File: config.mk
export PLATFORM = sky130hd
export DESIGN_NAME = mfcc_frame_stacker
export DESIGN_NICKNAME = d
export VERILOG_FILES = /design/src/rtl/mfcc_frame_stacker.sv
export SDC_FILE = /design/constraint.sdc
export NUM_CORES = 2
export LEC_CHECK = 0
export CORE_ASPECT_RATIO = 1.4
export CORE_MARGIN = 2
export CORE_UTILIZATION = 45
export CTS_BUF_LIST = sky130_fd_sc_hd__clkbuf_16
export CTS_CLUSTER_SIZE = 20
export DETAILED_ROUTE_END_ITERATION = 12
export SKIP_CTS_REPAIR_TIMING = 1
export SLEW_MARGIN = 10
export SYNTH_ARGS = -nofsm -noshare
export SYNTH_HDL_FRONTEND = slang
export SYNTH_SLANG_ARGS = --single-unit
File: constraint.sdc
create_clock -name clk -period 4 [get_ports clk]
set_input_delay 0.4 -clock clk [delete_from_list [all_inputs] [get_ports clk]]
set_output_delay 0.4 -clock clk [all_outputs]
set_load 0.005 [all_outputs]
File: src/rtl/mfcc_frame_stacker.sv
// mfcc_frame_stacker: collects MFCC coefficient frames into a ring of NFRAMES+1 slots
// and serves the newest NFRAMES complete frames as a DNN context window.
//
// Optional feature: define MFCC_SAT_EN to saturate stored values to 16 bits;
// otherwise the shifted coefficient wraps to its low 16 bits.
//
// Ports:
//   clk, rst_n          clock (posedge), asynchronous active-low reset
//   flush               synchronous clear of all window state
//   dv_in/idx_in/x_in   coefficient stream: valid, index, signed 26-bit value
//   rd_en/rd_frame/rd_coef  read request: frame age (0 = newest), coefficient
//   rd_data/rd_valid    read result, one cycle after rd_en
//   frame_done          pulse per completed frame
//   stack_valid         high once NFRAMES frames are held
//   frame_cnt           wrapping completed-frame counter
//   seq_err             pulse on an out-of-sequence index
module mfcc_frame_stacker #(
   parameter int NFRAMES = 11,
   parameter int NCOEF   = 12,
   parameter int SHIFT   = 8
) (
   input  logic        clk,
   input  logic        rst_n,
   input  logic        flush,
   input  logic        dv_in,
   input  logic [4:0]  idx_in,
   input  logic [25:0] x_in,
   input  logic        rd_en,
   input  logic [3:0]  rd_frame,
   input  logic [3:0]  rd_coef,
   output logic [15:0] rd_data,
   output logic        rd_valid,
   output logic        frame_done,
   output logic        stack_valid,
   output logic [15:0] frame_cnt,
   output logic        seq_err
);
   localparam int NS = NFRAMES + 1;

   logic [15:0]        mem [NS*16];
   logic [3:0]         head, wslot, fill, exp_idx, fill_n, rslot;
   logic signed [25:0] shifted;
   logic [15:0]        wval;
   logic [4:0]         diff;
   logic               hit, restart, last, we;

   always_comb begin
      shifted = $signed(x_in) >>> SHIFT;
`ifdef MFCC_SAT_EN
      wval = shifted > 26'sd32767 ? 16'h7fff : shifted < -26'sd32768 ? 16'h8000 : shifted[15:0];
`else
      wval = shifted[15:0];
`endif
      // exp_idx never reaches NCOEF, so any idx_in >= NCOEF fails the match
      hit     = dv_in && idx_in == {1'b0, exp_idx};
      restart = dv_in && !hit && idx_in == 5'd0;
      last    = hit && idx_in == 5'(NCOEF - 1);
      we      = !flush && (hit || restart);
      fill_n  = fill == 4'(NFRAMES) ? fill : fill + 1'b1;
      // (head - rd_frame) mod NS; out-of-window ages are masked by the fill check
      diff    = {1'b0, head} - {1'b0, rd_frame};
      rslot   = diff[4] ? 4'(diff + 5'(NS)) : diff[3:0];
   end

   // writes only ever target the spare slot, never a visible frame
   always_ff @(posedge clk)
      if (we) mem[{wslot, idx_in[3:0]}] <= wval;

   always_ff @(posedge clk or negedge rst_n) begin
      if (!rst_n) begin
         rd_data     <= '0;
         rd_valid    <= 1'b0;
         frame_done  <= 1'b0;
         stack_valid <= 1'b0;
         frame_cnt   <= '0;
         seq_err     <= 1'b0;
         head        <= '0;
         wslot       <= 4'd1;
         fill        <= '0;
         exp_idx     <= '0;
      end else if (flush) begin
         rd_data     <= '0;
         rd_valid    <= 1'b0;
         frame_done  <= 1'b0;
         stack_valid <= 1'b0;
         frame_cnt   <= '0;
         seq_err     <= 1'b0;
         head        <= '0;
         wslot       <= 4'd1;
         fill        <= '0;
         exp_idx     <= '0;
      end else begin
         rd_valid   <= rd_en;
         if (rd_en)
            rd_data <= (rd_frame >= fill || {1'b0, rd_coef} >= 5'(NCOEF)) ? '0 : mem[{rslot, rd_coef}];
         frame_done <= last;
         seq_err    <= dv_in && !hit;
         if (hit)
            exp_idx <= last ? '0 : exp_idx + 1'b1;
         else if (dv_in)
            exp_idx <= restart ? 4'd1 : 4'd0;
         if (last) begin
            head        <= wslot;
            wslot       <= wslot == 4'(NFRAMES) ? '0 : wslot + 1'b1;
            fill        <= fill_n;
            stack_valid <= fill_n == 4'(NFRAMES);
            frame_cnt   <= frame_cnt + 1'b1;
         end
      end
   end
endmodule

==> impl_metrics.yaml <==
run_status:
  outcome: "finished with violations"
  failed_checks: "capacitance limit, slew limit, setup timing"
critical_path:
  worst_setup_path_start_kind: "flop"
  crit_arrival_ps: 4860
  end_kind: "flop"
  critPathMaxFanout: 39
  rr_startpoint: "head[0]"
  slowest_delay_ps: 1180
  path_cells: "inv_1, ha_4, fa_2, buf_12, nand2_1, buf_4, a211oi_1, a211oi_1, buf_4, o21ai_1, a211o_1"
  setup.worst_path.start: "head[0]"
  crit_slowest_cell: "a211oi_1"
  critPathKind: "reg -> reg"
  critical_path_required_ps: 4820
routing:
  viasPerCell: 6.194
  ant_nets: 0
  drc: 0
  drtIter0Drc: 7752
  vias: 61120
  first_pass_iters: 5
  finalWirelength_um: 340000
  wire_per_inst_um: 34.45
placed_design:
  gp_congestion: 0.8926
  place.detailed.hpwl_um: 212800
  numPortBuffers: 69
timing:
  rsz0062_at_grt: "false"
  worst_pin_slew_ps: 1504
  setup_viol: 1
  period_minus_slack_ps: 4034
  fin_ws_ps: -34.06
  maxSlewHeadroom: -0.008415
  fin_skew_ps: 69.61
  drv_slew: 2
  fin_crit_sh: 1.009
  hold_viol: 0
  max_clock_freq_mhz: 247.9
  fin_hold_ws_ps: 10.33
layout:
  final_core_util: 0.5184
  drive_gt1_frac: 0.2859
  nNetsFinal: 6193
  syn_to_final_growth_pct: 14.76
grt:
  grt_max_degree: 115
  antenna_found_initial: 21
  grt_pass1_wl_um: 475000
  gr-total-overflow: 0
  gr-usage-all-layers: 0.2467
  grt_pass1_vias: 60810
floorplanning:
  fp.dieH_um: 617.4
  initial_utilization: 0.4517
  die_x_um: 442.1
  io_pins: 80
  die_area_um2: 273000
  fp-row-count: 225
  core_area_um2: 267700
clock_tree:
  clk_pin_slew_ps: 70
  cts_tree: "yes"
  cts_max_level: 5
  numCtsBuffers: 296
  root_buffer: "clkbuf_16"
  clock-sinks: 3124
  clock_path_buffers: 4
  clk_latency_ps: 880
synth:
  synth_edf_count: 3072
  syn_area_um2: 120900
  netlist.area_leader.share: 0.7628
  synth_area_leaders: "edfxtp_1 76%, mux4_2 14%, mux2i_1 1.9%"
  seq_area_frac_synth: 0.7735
  post-synth-top-count-cell: "edfxtp_1"
  postSynthAreaPerCell_um2: 21.81
  synth.distinct_cells: 81
  synthArstFlopShare: 0.01665
  yosysWarnings: 0
  yosysTopAreaCell: "edfxtp_1"
  syn-num-nets: 5604
  netlist_instances: 5544
  synth_seq_cells: 3124
  ys.flop_type: "edfxtp_1"
  ys_top_cells_by_count: "3,072 x edfxtp_1, 739 x mux4_2, 273 x nor2_1"
power:
  power_frac_seq: 0.534
  swShare: 0.2151
  clockPowerShare: 0.410
  comb_power_share: 0.056
  p_int_mw: 52.84
  ir_worst_vdd_v: 0.0003405
  power.density_nw_per_um2: 485.0
  p_leak_nw: 44.42
  p_sw_mw: 14.48
run:
  drv_cap: 1
hold_path:
  hold_path_class: "in -> reg"
  hold_start: "flush"
-- layer usage --
layer | vias up | part of all wire | wire length [um] | track usage
li1 | 24480 | - | - | -
met1 | 33110 | 0.38 | 128200 | 0.3254
met2 | 2869 | 0.49 | 168000 | 0.4083
met3 | 655 | 0.079 | 26920 | 0.03955
met4 | 10 | 0.050 | 16840 | 0.1065
met5 | - | 0.00019 | 64 | 0
-- placed cells by master (no fill, tap or decap), types with 67 or more instances in the layout --
cell,count
buf_12,75
edfxtp_1,3072
nor2_1,199
a21oi_1,94
nor2_2,73
clkinv_1,67
nand2_1,141
mux4_2,739
buf_4,468
mux2i_1,230
clkbuf_16,302
a22oi_1,69
-- registers in the layout, indices dropped and copies added, names as in the netlist --
register / flops
stack_valid: 1
wslot: 4
rd_valid: 1
seq_err: 1
frame_done: 1
fill: 4
exp_idx: 4
frame_cnt: 16
mem: 3072
head: 4
rd_data: 16
-- power groups by stage --
| stage | logic, mW | registers (mW) | clock network, mW |
|---|---|---|---|
| floorplan | 1.75 | 36.6 | 0 |
| global placement | 3.71 | 36.7 | 0 |
| detailed placement | 3.76 | 36.7 | 0 |
| CTS | 3.76 | 35.9 | 28.0 |
| global route | 3.88 | 35.9 | 29.2 |
| finish | 3.74 | 36.0 | 27.6 |
-- through the flow --
step | cells | power [mW] | setup slack [ps] | TNS [ps] | area (um^2)
2_1_floorplan | 5544 | 38.39 | 831.9 | 0 | 120900
3_3_place_gp | 9350 | 40.36 | -408.8 | -467.6 | 129400
3_5_place_dp | 9350 | 40.41 | -437.3 | -600.2 | 129400
4_1_cts | 9860 | 67.73 | 371.6 | 0 | 138700
5_1_grt | 9864 | 68.97 | 84.98 | 0 | 138800
6_report | 9868 | 67.31 | -34.06 | -34.06 | 138800
-- layout make-up --
class	instances	area, um^2
diodes	5	12.51
clock buffers	302	7557
clock inverters	208	1753
fillers	20720	128900
inverters	19	80.08
multi-input cells	2078	25680
flip-flops and latches	3124	93550
well taps	3518	4402
repair buffers	614	5747
-- worst paths after layout --
check | endpoint | slack, ps | cells after the start
worst min-delay path | frame_cnt[6] | 10 | 2
worst max-delay path | rd_data[1] | -30 | 11
max in group asynchronous | frame_cnt[4] | 2970 | 3
worst min register to register | head[0] | 520 | 2
min in group asynchronous | frame_cnt[15] | 190 | 3
worst max register to register | rd_data[1] | -30 | 11
-- worst max-delay path: cells and delay by family (launching register included) --
family	cells	cell delay (ps)
fa+ha+maj	2	730
compound gates	4	1810
buf+inv	4	890
simple gates	1	160
flops	1	340
-- cells by family (layout without fill, tap and decap cells) --
group           count (synthesis)  after routing  synth area share
compound gates                492            492           0.02841
flops                        3124           3124            0.7735
xor+xnor                       20             20          0.001448
fa+ha+maj                      16             16          0.001717
simple gates                  566            566           0.02064
mux                           984            984            0.1581
other cells                     0              5                 0
buf+inv                       342           1143           0.01618
Power figures use the tool's default switching activity.
